$ cat config.mk
export PLATFORM = sky130hd
export DESIGN_NAME = mem_burst_master
export DESIGN_NICKNAME = d
export VERILOG_FILES = /design/src/rtl/mem_burst_master.sv
export SDC_FILE = /design/constraint.sdc
export NUM_CORES = 1
export LEC_CHECK = 0
export BUFFER_PORTS_ARGS = -buffer_cell sky130_fd_sc_hd__buf_4
export CAP_MARGIN = 5
export CORE_MARGIN = 4
export CORE_UTILIZATION = 34
export CTS_CLUSTER_SIZE = 28
export DETAILED_ROUTE_END_ITERATION = 8
export HOLD_SLACK_MARGIN = 0.06
export SLEW_MARGIN = 15
export SYNTH_ARGS = -nofsm -noshare
export SYNTH_HDL_FRONTEND = slang
export SYNTH_SLANG_ARGS = --single-unit
$ cat constraint.sdc
create_clock -name clk -period 2.9 [get_ports clk]
set_input_delay 0.145 -clock clk [delete_from_list [all_inputs] [get_ports clk]]
set_output_delay 0.145 -clock clk [all_outputs]
set_load 0.02 [all_outputs]
$ cat src/rtl/mem_burst_master.sv
// Burst initiator for a single-port memory with a 1-cycle read latency.
// Reads return through a 4-entry FIFO; issue is credit-gated so it cannot overflow.
module mem_burst_master #(
  parameter int WIDTH      = 8,
  parameter int DEPTH      = 8,
  parameter int ADDR_WIDTH = $clog2(DEPTH)
) (
  input  logic                  clk,
  input  logic                  rst,
  input  logic                  cmd_valid,
  output logic                  cmd_ready,
  input  logic                  cmd_write,
  input  logic [ADDR_WIDTH-1:0] cmd_addr,
  input  logic [ADDR_WIDTH-1:0] cmd_len,
  input  logic                  wr_valid,
  output logic                  wr_ready,
  input  logic [WIDTH-1:0]      wr_data,
  output logic                  rd_valid,
  input  logic                  rd_ready,
  output logic [WIDTH-1:0]      rd_data,
  output logic                  rd_last,
  output logic                  mem_wen,
  output logic [ADDR_WIDTH-1:0] mem_addr,
  output logic [WIDTH-1:0]      mem_wdata,
  input  logic [WIDTH-1:0]      mem_rdata,
  output logic                  busy
);

  localparam int FD = 4;

  typedef enum logic [1:0] {
    IDLE,
    WR,
    RD
  } state_t;

  state_t state, state_nx;

  logic [ADDR_WIDTH-1:0] cnt;
  logic [ADDR_WIDTH-1:0] rem;
  logic [ADDR_WIDTH-1:0] iss_addr;
  logic                  iss_last;
  logic                  issue;
  logic                  cmd_hs;
  logic                  wr_hs;
  logic                  credit;

  logic                  v1, v2;
  logic                  l1, l2;

  logic [WIDTH-1:0]      fdata [FD];
  logic                  flast [FD];
  logic [1:0]            wp, rp;
  logic [2:0]            fcnt;
  logic [2:0]            occ;
  logic                  push, pop;

  function automatic logic [ADDR_WIDTH-1:0] inc(
    input logic [ADDR_WIDTH-1:0] a
  );
    return (a == ADDR_WIDTH'(DEPTH - 1)) ? '0 : a + 1'b1;
  endfunction

  // FIFO occupancy plus beats still in the return pipe
  assign occ    = fcnt + {2'b00, v1} + {2'b00, v2};
  assign credit = occ < 3'd4;

  always_ff @(posedge clk) begin
    if (!rst) state <= IDLE;
    else      state <= state_nx;
  end

  always_comb begin
    state_nx = state;
    case (state)
      IDLE: begin
        if (cmd_hs) begin
          if (cmd_write)
            state_nx = WR;
          else if (issue && cmd_len == '0)
            state_nx = IDLE;
          else
            state_nx = RD;
        end
      end
      WR: if (wr_hs && rem == '0) state_nx = IDLE;
      RD: if (issue && rem == '0) state_nx = IDLE;
      default: state_nx = IDLE;
    endcase
  end

  always_comb begin
    cmd_ready = rst && (state == IDLE);
    wr_ready  = (state == WR);
    cmd_hs    = cmd_valid && cmd_ready;
    wr_hs     = wr_valid && wr_ready;
    issue     = 1'b0;
    iss_addr  = cnt;
    iss_last  = (rem == '0);
    unique case (1'b1)
      state == IDLE: begin
        iss_addr = cmd_addr;
        iss_last = (cmd_len == '0);
        issue    = cmd_hs && !cmd_write && credit;
      end
      state == RD: issue = credit;
      default: ;
    endcase
  end

  always_ff @(posedge clk) begin
    if (!rst) begin
      cnt       <= '0;
      rem       <= '0;
      mem_wen   <= 1'b0;
      mem_addr  <= '0;
      mem_wdata <= '0;
      v1        <= 1'b0;
      v2        <= 1'b0;
      l1        <= 1'b0;
      l2        <= 1'b0;
    end else begin
      mem_wen <= wr_hs;
      if (cmd_hs) begin
        if (issue) begin
          cnt <= inc(cmd_addr);
          rem <= cmd_len - 1'b1;
        end else begin
          cnt <= cmd_addr;
          rem <= cmd_len;
        end
      end else if (wr_hs || issue) begin
        cnt <= inc(cnt);
        rem <= rem - 1'b1;
      end
      if (issue) begin
        mem_addr <= iss_addr;
      end else if (wr_hs) begin
        mem_addr  <= cnt;
        mem_wdata <= wr_data;
      end
      v1 <= issue;
      l1 <= iss_last;
      v2 <= v1;
      l2 <= l1;
    end
  end

  assign push = v2;
  assign pop  = rd_valid && rd_ready;

  always_ff @(posedge clk) begin
    if (!rst) begin
      wp   <= '0;
      rp   <= '0;
      fcnt <= '0;
    end else begin
      if (push) wp <= wp + 1'b1;
      if (pop)  rp <= rp + 1'b1;
      fcnt <= fcnt + {2'b00, push} - {2'b00, pop};
    end
  end

  always_ff @(posedge clk) begin
    if (push) begin
      fdata[wp] <= mem_rdata;
      flast[wp] <= l2;
    end
  end

  assign rd_valid = (fcnt != '0);
  assign rd_data  = rd_valid ? fdata[rp] : '0;
  assign rd_last  = rd_valid && flast[rp];
  assign busy     = (state != IDLE) || v1 || v2 || rd_valid;

endmodule

==> flow_summary_export.csv, run 1 <==
group,metric,value,unit
status,outcome,"complete, no violations",
synth,synth_cell_type_count,42,
sta,period_share,0.799,
power,swShare,0.323,
floorplan,fp.dieW,103,µm
sta,fin_worst_skew,12.7,ps
sta,layout_setup_ws,583,ps
cts,cts_buffers,9,
place,portBuffers,52,
synth,synthSimpleGateAreaFrac,0.128,
power,p_leak,1.54,nW
floorplan,dieArea,0.0106,mm²
cts,cts-root-buf,"clkbuf_8",
global_routing,grt_max_degree,17,
cts,cts_tree,"done",
power,comb_power_share,0.316,
sta,fin_crit,2320,ps
synth,synth-edff-count,36,
detailed_routing,first_pass_iters,4,
floorplan,fp.dieH,103,µm
synth,ys.warnings.count,0,
synth,synth_compound_area_frac,0.0850,
power,seqPwrFrac,0.439,
global_routing,gr-total-overflow,0,
cells_and_area,final_area,0.00389,mm²
floorplan,core,0.00876,mm²
floorplan,num_rows,34,
sta,hold_viol,0,
synth,synth.avg_cell_area,12.2,µm²
cells_and_area,syn_to_final_growth,26.6,%
cells_and_area,drive_above_1_share,0.255,
sta,worst_pin_slew,631,ps
synth,synth_mux_area_frac,0.0985,
power,power,2.72,mW
synth,synth_top_area_frac,0.352,
cells_and_area,nets,365,
synth,ys_seq_elements,69,
setup_path,crit_type,"register to register",
cts,cts_buffer_depth,2,
sta,fin_hold_ws,103,ps
detailed_routing,drtIter0Drc,50,
sta,relSlewSlack,0.579,
cells_and_area,fillers,811,
synth,synth-adder-area-share,0.0675,
sta,rsz0062_at_grt,"false",
cts,cts-resized-gates,0,
cells_and_area,antennaDiodeCount,0,
cts,htreeDepth,3,
setup_path,ff2ff_setup_slack,580,ps
place,placed_cell_area,0.00356,mm²
detailed_routing,vias,2022,
sta,fin_tns_setup,0,ps
setup_path,end_kind,"register",
power,pwr-share-clk,0.245,
synth,yosysTopAreaCell,"edfxtp_1",
setup_path,crit_path_start_kind,"register",
global_routing,grt_pass1_vias,1994,
cts,cts.clk_slew.worst_paths,70,ps
synth,synth_xor_area_frac,0.0199,
cts,cts_sinks,69,
cts,insertion_delay,340,ps
synth,synth-async-reset-ratio,0,
global_routing,track_usage,0.118,
job,maxCapViolCount,0,
sta,fmax,432,MHz
synth,synth_top_family_by_area,"simple AND/OR/NAND/NOR gates",
place,place_congestion,0.816,
synth,syn_inst,252,
setup_path,path_max_fanout,6,
min_path,hold_class,"input pin to register",
sta,setup_viol_count_final,0,
global_routing,antenna_found_initial,0,
synth,syn-num-nets,296,
floorplan,num_io_pins,53,
synth,synthFlopType,"edfxtp_1",
setup_path,required,3120,ps
floorplan,initial_core_util,0.351,
detailed_routing,vias_per_cell,4.66,
power,ir_worst_vdd,0.000279,V
setup_path,rr_worst_depth,10,
global_routing,grt_pass1_wl,9360,µm
setup_path,cp.arrival,2540,ps
place,hpwlAfterDp,4210,µm
detailed_routing,drc,0,
detailed_routing,ant_nets,0,
synth,syn_area,0.00308,mm²
detailed_routing,wl_per_cell,14.0,µm
detailed_routing,wirelength,6070,µm
power,power.internal,1.84,mW
power,p_per_area,699,mW/mm²
synth,synthTopCellsByArea,"edfxtp_1, dfxtp_1, mux4_2",
min_path,holdPathStages,3,
sta,drv_slew,0,
power,switching_power,878,µW
place,dp_slack,580,ps
synth,ys_seq_area_frac,0.566,
[sequential cells by signal (all words and copies together) (netlist names), 2 cells and up, named ones only]
register	flops
rem	3
mem_wdata	8
wp	2
flast	4
state	2
fdata	32
fcnt	3
cnt	3
mem_addr	3
rp	2
[per-stage QoR]
step	utilization	std cells
3_3_place_gp	0.407	402
3_5_place_dp	0.407	402
5_1_grt	0.444	434
2_1_floorplan	-	252
6_report	0.444	434
4_1_cts	0.444	434
[cells in the final DEF (no fill, tap or decap), types with 5 or more instances in the layout]
cell type      instances
a211oi_1               5
a21oi_1               15
and2_1                18
buf_4                 54
clkbuf_8               9
dfxtp_1               33
dlygate4sd3_1         16
edfxtp_1              36
ha_1                  15
inv_1                 14
mux2i_1               10
mux4_2                 9
nand2_1               23
nand3_1                5
nor2_1                15
xnor2_1                5
[cell families (layout without fill, tap and decap cells)]
group / after synthesis / in the layout
AO/OA/AOI/OAI: 36 / 36
XOR/XNOR: 7 / 7
adder cells (fa/ha/maj): 16 / 16
buffers and inverters: 27 / 101
flip-flops: 69 / 69
multiplexers: 19 / 19
AND/OR/NAND/NOR: 78 / 78
[final cells by class]
class	instances	area, µm²	share of cell area
Clock inverter	6	40.0	0.0103
Inverter	15	56.3	0.0145
Clock buffer	10	128	0.0328
Sequential cell	69	1740	0.447
Timing Repair Buffer	70	566	0.145
Tap cell	108	135	0.0347
Multi-Input combinational cell	156	1230	0.315
[synthesized netlist by cell type, types with 2 or more instances]
cell type,number
mux4_2,9
o211a_1,2
xnor2_1,5
nor3_1,3
nor2_1,15
buf_2,2
nand2_1,23
xor2_1,2
edfxtp_1,36
dfxtp_1,33
mux2i_1,10
a211oi_1,5
and3_1,2
ha_1,15
nor2b_1,3
o21ai_0,3
inv_1,14
or3_1,3
nand3_1,5
a21oi_1,15
and2_1,18
clkbuf_1,9
[per-layer routing]
| layer | global-route usage | vias up | share of wire |
|---|---|---|---|
| met2 | 0.204 | 44 | 0.50 |
| met1 | 0.136 | 941 | 0.44 |
| met3 | 0.0453 | 4 | 0.052 |
| met5 | 0 | - | 0 |
| li1 | - | 1033 | - |
| met4 | 0.0299 | 0 | 0.0064 |
[what timing repair did]
item,CTS,global route
hold endpoints to repair,40,0
hold buffers,16,0
setup buffers,0,0
endpoints found under the setup margin,0,0
[path summary, 6_finish.rpt]
kind / startpoint / to
hold / removal: cmd_valid / state[0]
setup reg to reg: fcnt[1] / fcnt[2]
setup / recovery: fcnt[1] / fcnt[2]
hold reg to reg: l1 / l2
[critical path, stage by stage, from the launching register on]
cell and delay, ps:
dfxtp_1 370, or3_1 400, and2_1 200, ha_1 270
inv_1 50, ha_1 130, inv_1 50, fa_1 370
xor2_1 180, xnor2_1 140, nor2_1 50
[power groups by stage]
stage,registers (mW),clock network [mW],logic (mW)
2_1_floorplan,1.18,0,0.590
3_3_place_gp,1.22,0,0.849
3_5_place_dp,1.22,0,0.854
4_1_cts,1.20,0.691,0.873
5_1_grt,1.21,0.737,0.942
6_report,1.19,0.668,0.859
No activity file was read; power rests on OpenSTA's default activity.
==> run 2, diff against run 1 <==
==> constraint.sdc (replaced) <==
create_clock -name clk -period 2.4 [get_ports clk]
set_input_delay 0.12 -clock clk [delete_from_list [all_inputs] [get_ports clk]]
set_output_delay 0.12 -clock clk [all_outputs]
set_load 0.02 [all_outputs]
==> flow_summary_export.csv, run 2 (synthesis results as in run 1) <==
group,metric,value,unit
global_routing,gr-total-overflow,0,
detailed_routing,first_pass_iters,5,
cts,cts_sinks,69,
cts,cts_buffer_depth,2,
power,switching_power,1.11,mW
place,portBuffers,52,
sta,fmax,448,MHz
job,maxCapViolCount,0,
cells_and_area,mostFrequentLayoutCells,"buf_4, edfxtp_1, dfxtp_1",
cells_and_area,antennaDiodeCount,0,
floorplan,dieArea,0.0106,mm²
sta,rsz0062_at_grt,"false",
floorplan,initial_core_util,0.351,
cells_and_area,nets,369,
sta,period_share,0.929,
detailed_routing,drtIter0Drc,48,
sta,fin_tns_setup,0,ps
cells_and_area,final_core_util,0.459,
setup_path,crit_type,"register to register",
cells_and_area,syn_to_final_growth,30.9,%
detailed_routing,wirelength,6270,µm
cells_and_area,mostFrequentLayoutCell,"buf_4",
setup_path,cp.arrival,2470,ps
cells_and_area,drive_above_1_share,0.270,
place,place_congestion,0.800,
status,outcome,"complete, no violations",
global_routing,grt_pass1_vias,2121,
sta,drv_slew,0,
floorplan,num_rows,34,
cts,insertion_delay,340,ps
cells_and_area,reg_top3,"fdata: 32 flops, mem_wdata: 8 flops, flast: 4 flops",
cells_and_area,top_register,"fdata",
global_routing,antenna_found_initial,0,
sta,fin_worst_skew,7.58,ps
power,pwr-share-clk,0.335,
floorplan,core,0.00876,mm²
global_routing,grt_pass1_wl,9880,µm
cts,cts_tree,"done",
sta,setup_viol_count_final,0,
place,hpwlAfterDp,4280,µm
power,seqPwrFrac,0.375,
cts,cts.clk_slew.worst_paths,80,ps
power,p_per_area,943,mW/mm²
cells_and_area,fin_cells,438,
setup_path,crit_path_start_kind,"register",
cts,cts_buffers,9,
power,ir_worst_vdd,0.000310,V
power,p_leak,1.60,nW
place,placed_cell_area,0.00359,mm²
power,power,3.80,mW
sta,worst_pin_slew,483,ps
power,swShare,0.292,
cells_and_area,final_area,0.00403,mm²
cells_and_area,largest_register_ffs,32,
sta,fin_crit,2230,ps
global_routing,grt_max_degree,17,
cts,htreeDepth,3,
place,dp_cells,406,
setup_path,path_max_fanout,3,
floorplan,fp.dieW,103,µm
power,comb_power_share,0.290,
detailed_routing,ant_nets,0,
detailed_routing,wl_per_cell,14.3,µm
min_path,hold_class,"input pin to register",
detailed_routing,vias,2086,
sta,relSlewSlack,0.676,
cts,cts-root-buf,"clkbuf_8",
power,power.internal,2.69,mW
detailed_routing,vias_per_cell,4.76,
floorplan,num_io_pins,53,
setup_path,end_kind,"register",
sta,hold_viol,0,
setup_path,required,2640,ps
global_routing,track_usage,0.123,
detailed_routing,drc,0,
floorplan,fp.dieH,103,µm
-- run 2: cell count changes in the layout (fill, tap and decap cells not counted) --
cell / before / now
and2_1: 18 / 17
clkinv_4: 2 / 0
buf_4: 54 / 58
clkinv_2: 3 / 0
inv_6: 0 / 2
clkbuf_1: 1 / 0
and2_4: 0 / 1
bufinv_16: 0 / 4
-- run 2: layer usage --
layer / part of all wire / vias up / GRT usage
met5: 0 / - / 0
met2: 0.50 / 58 / 0.209
met1: 0.43 / 978 / 0.150
met4: 0.011 / 0 / 0.0438
li1: - / 1038 / -
met3: 0.052 / 12 / 0.0359
-- run 2: final timing paths --
kind,from,to,slack (ps),cells after the start
worst max-delay path,fcnt[0],fcnt[2],170,10
worst min-delay path,cmd_valid,state[0],90,3
worst max register to register,fcnt[0],fcnt[2],170,10
worst min register to register,l1,l2,440,1
-- run 2: what timing repair did --
| item | in CTS | in global routing |
|---|---|---|
| endpoints found under the hold margin | 40 | 0 |
| hold buffers | 16 | 0 |
| buffers inserted | 0 | 0 |
| gates resized for setup | 0 | 1 |
| setup endpoints to repair | 0 | 1 |
-- run 2: power by group through the flow --
stage	Sequential [mW]	Clock, mW	Combinational (mW)
after CTS	1.43	1.30	1.11
after global placement	1.45	0	1.07
after global routing	1.44	1.34	1.23
final	1.42	1.27	1.10
after detailed placement	1.45	0	1.08
after floorplan	1.42	0	0.713
-- run 2: final cells by class --
| cell class | instances | area (µm²) |
|---|---|---|
| tap | 108 | 135 |
| sequential | 69 | 1740 |
| clock inverter | 7 | 145 |
| timing repair buffer | 74 | 596 |
| clock buffer | 9 | 124 |
| inverter | 15 | 56.3 |
| multi-input combinational | 156 | 1230 |
| fill | 814 | 4740 |
-- run 2: stage by stage --
step | worst slack [ps] | hold WS, ps
floorplan | 168 | 219
global placement | 216 | 326
detailed placement | 198 | 328
CTS | 127 | 72.5
global route | 27.4 | 80.5
finish | 169 | 88.0
-- run 2: critical path, cell delays in order, from the launching register on --
cell     delay [ps]
dfxtp_1         330
or3_1           360
and2_4          180
ha_1            270
inv_1            70
ha_1            140
inv_1            50
fa_1            370
xor2_1          180
xnor2_1         140
nor2_1           50
==> run 3, diff against run 2 <==
--- a/config.mk
+++ b/config.mk
@@ -8,7 +8,7 @@
 export BUFFER_PORTS_ARGS = -buffer_cell sky130_fd_sc_hd__buf_4
 export CAP_MARGIN = 5
 export CORE_MARGIN = 4
-export CORE_UTILIZATION = 34
+export CORE_UTILIZATION = 35
 export CTS_CLUSTER_SIZE = 28
 export DETAILED_ROUTE_END_ITERATION = 8
 export HOLD_SLACK_MARGIN = 0.06
==> flow_summary_export.csv, run 3 (synthesis results as in run 1) <==
group,metric,value,unit
status,outcome,"complete, no violations",
sta,relSlewSlack,0.673,
setup_path,critPathMaxStageDelay,370,ps
sta,period_share,0.932,
place,place_congestion,0.777,
cells_and_area,nets,370,
cts,cts.clk_slew.worst_paths,80,ps
setup_path,slowest_stage,"or3_1",
detailed_routing,wl_per_cell,13.8,µm
detailed_routing,drtIter0Drc,61,
cells_and_area,top_register,"fdata",
cts,htreeDepth,3,
sta,fin_crit,2240,ps
cells_and_area,largest_register_ffs,32,
min_path,hold_class,"input pin to register",
sta,fin_worst_skew,9.73,ps
cts,post_cts_buffers,0,
power,ir_worst_vdd,0.000406,V
global_routing,grt_pass1_vias,2036,
detailed_routing,ant_nets,0,
detailed_routing,vias,2068,
global_routing,track_usage,0.123,
cts,cts_buffers,9,
cells_and_area,fillers,761,
power,p_per_area,869,mW/mm²
cells_and_area,mostFrequentLayoutCell,"buf_4",
sta,rsz0062_at_grt,"false",
power,p_leak,1.58,nW
cells_and_area,drive_above_1_share,0.272,
setup_path,end_kind,"register",
floorplan,core,0.00838,mm²
setup_path,required,2630,ps
power,power,3.44,mW
setup_path,cp_cell_sequence,"or3_1 -> and2_4 -> ha_1 -> inv_1 -> ha_1 -> inv_1 -> fa_1 -> xor2_1 -> xnor2_1 -> nor2_1",
sta,worst_pin_slew,490,ps
global_routing,gr-total-overflow,0,
sta,setup_viol_count_final,0,
place,hpwlAfterDp,4390,µm
setup_path,crit_type,"register to register",
setup_path,cp.arrival,2470,ps
cells_and_area,syn_to_final_growth,28.7,%
cts,cts_tree,"done",
sta,drv_slew,0,
cts,cts_sinks,69,
floorplan,initial_core_util,0.367,
sta,fin_hold_ws,88.8,ps
place,portBuffers,52,
cells_and_area,reg_top3,"fdata: 32 flops, mem_wdata: 8 flops, flast: 4 flops",
floorplan,fp.dieW,102,µm
setup_path,crit_path_start_kind,"register",
cts,insertion_delay,340,ps
detailed_routing,wirelength,6030,µm
detailed_routing,vias_per_cell,4.74,
detailed_routing,first_pass_iters,4,
cts,cts-root-buf,"clkbuf_8",
sta,fmax,447,MHz
global_routing,grt_pass1_wl,9830,µm
job,maxCapViolCount,0,
setup_path,path_max_fanout,3,
cells_and_area,mostFrequentLayoutCells,"buf_4, edfxtp_1, dfxtp_1",
sta,hold_viol,0,
detailed_routing,drc,0,
floorplan,num_io_pins,53,
cells_and_area,antennaDiodeCount,0,
sta,fin_tns_setup,0,ps
floorplan,num_rows,33,
global_routing,antenna_found_initial,0,
global_routing,grt_max_degree,17,
floorplan,dieArea,0.0104,mm²
floorplan,fp.dieH,102,µm
cts,cts_buffer_depth,2,
run 3: changes by cell type in the layout (fill, tap and decap cells not counted):
cell and change:
buf_4 +1, clkinv_4 +1, clkinv_2 +2, bufinv_16 -3
run 3: metrics by stage:
stage               cells  worst slack [ps]  utilization  instance area, µm²
floorplan             252               168            -                3080
global placement      404               206        0.429                3600
detailed placement    404               142        0.429                3600
CTS                   436               113        0.472                3960
global route          436              44.8        0.472                3960
finish                436               163        0.472                3960
run 3: report_power, final:
group	switching, mW	internal (mW)
clock	0.442	0.485
combinational	0.566	0.555
sequential	0.0658	1.33
total	1.07	2.37
run 3: final timing paths:
path,from,slack (ps),to,cells after the start
worst max-delay path,fcnt[0],160,fcnt[2],10
worst min-delay path,cmd_valid,90,state[0],3
worst max register to register,fcnt[0],160,fcnt[2],10
worst min register to register,l1,440,l2,1
run 3: what timing repair did:
action / CTS / global route
setup endpoints to repair: 0 / 1
hold buffers: 16 / 0
resized for setup: 0 / 1
hold endpoints to repair: 40 / 0
run 3: area by class of cell:
cell class	instances	area, µm²	area share
flip-flops and latches	69	1740	0.440
multi-input cells	156	1230	0.310
repair buffers	75	603	0.152
well taps	105	131	0.0332
clock buffers	9	124	0.0313
clock inverters	7	73.8	0.0186
inverters	15	56.3	0.0142
run 3: per-layer routing:
metal,routed length [µm],GRT usage
met3,353,0.0455
met4,53,0.0286
met2,3050,0.208
met1,2580,0.151
met5,0,0
run 3: worst max-delay path, delay by kind of cell (launching register included):
family	cells	cell delay, ps
adder cells (fa/ha/maj)	3	770
AND/OR/NAND/NOR	3	600
flip-flops	1	340
XOR/XNOR	2	320
buffers and inverters	2	110
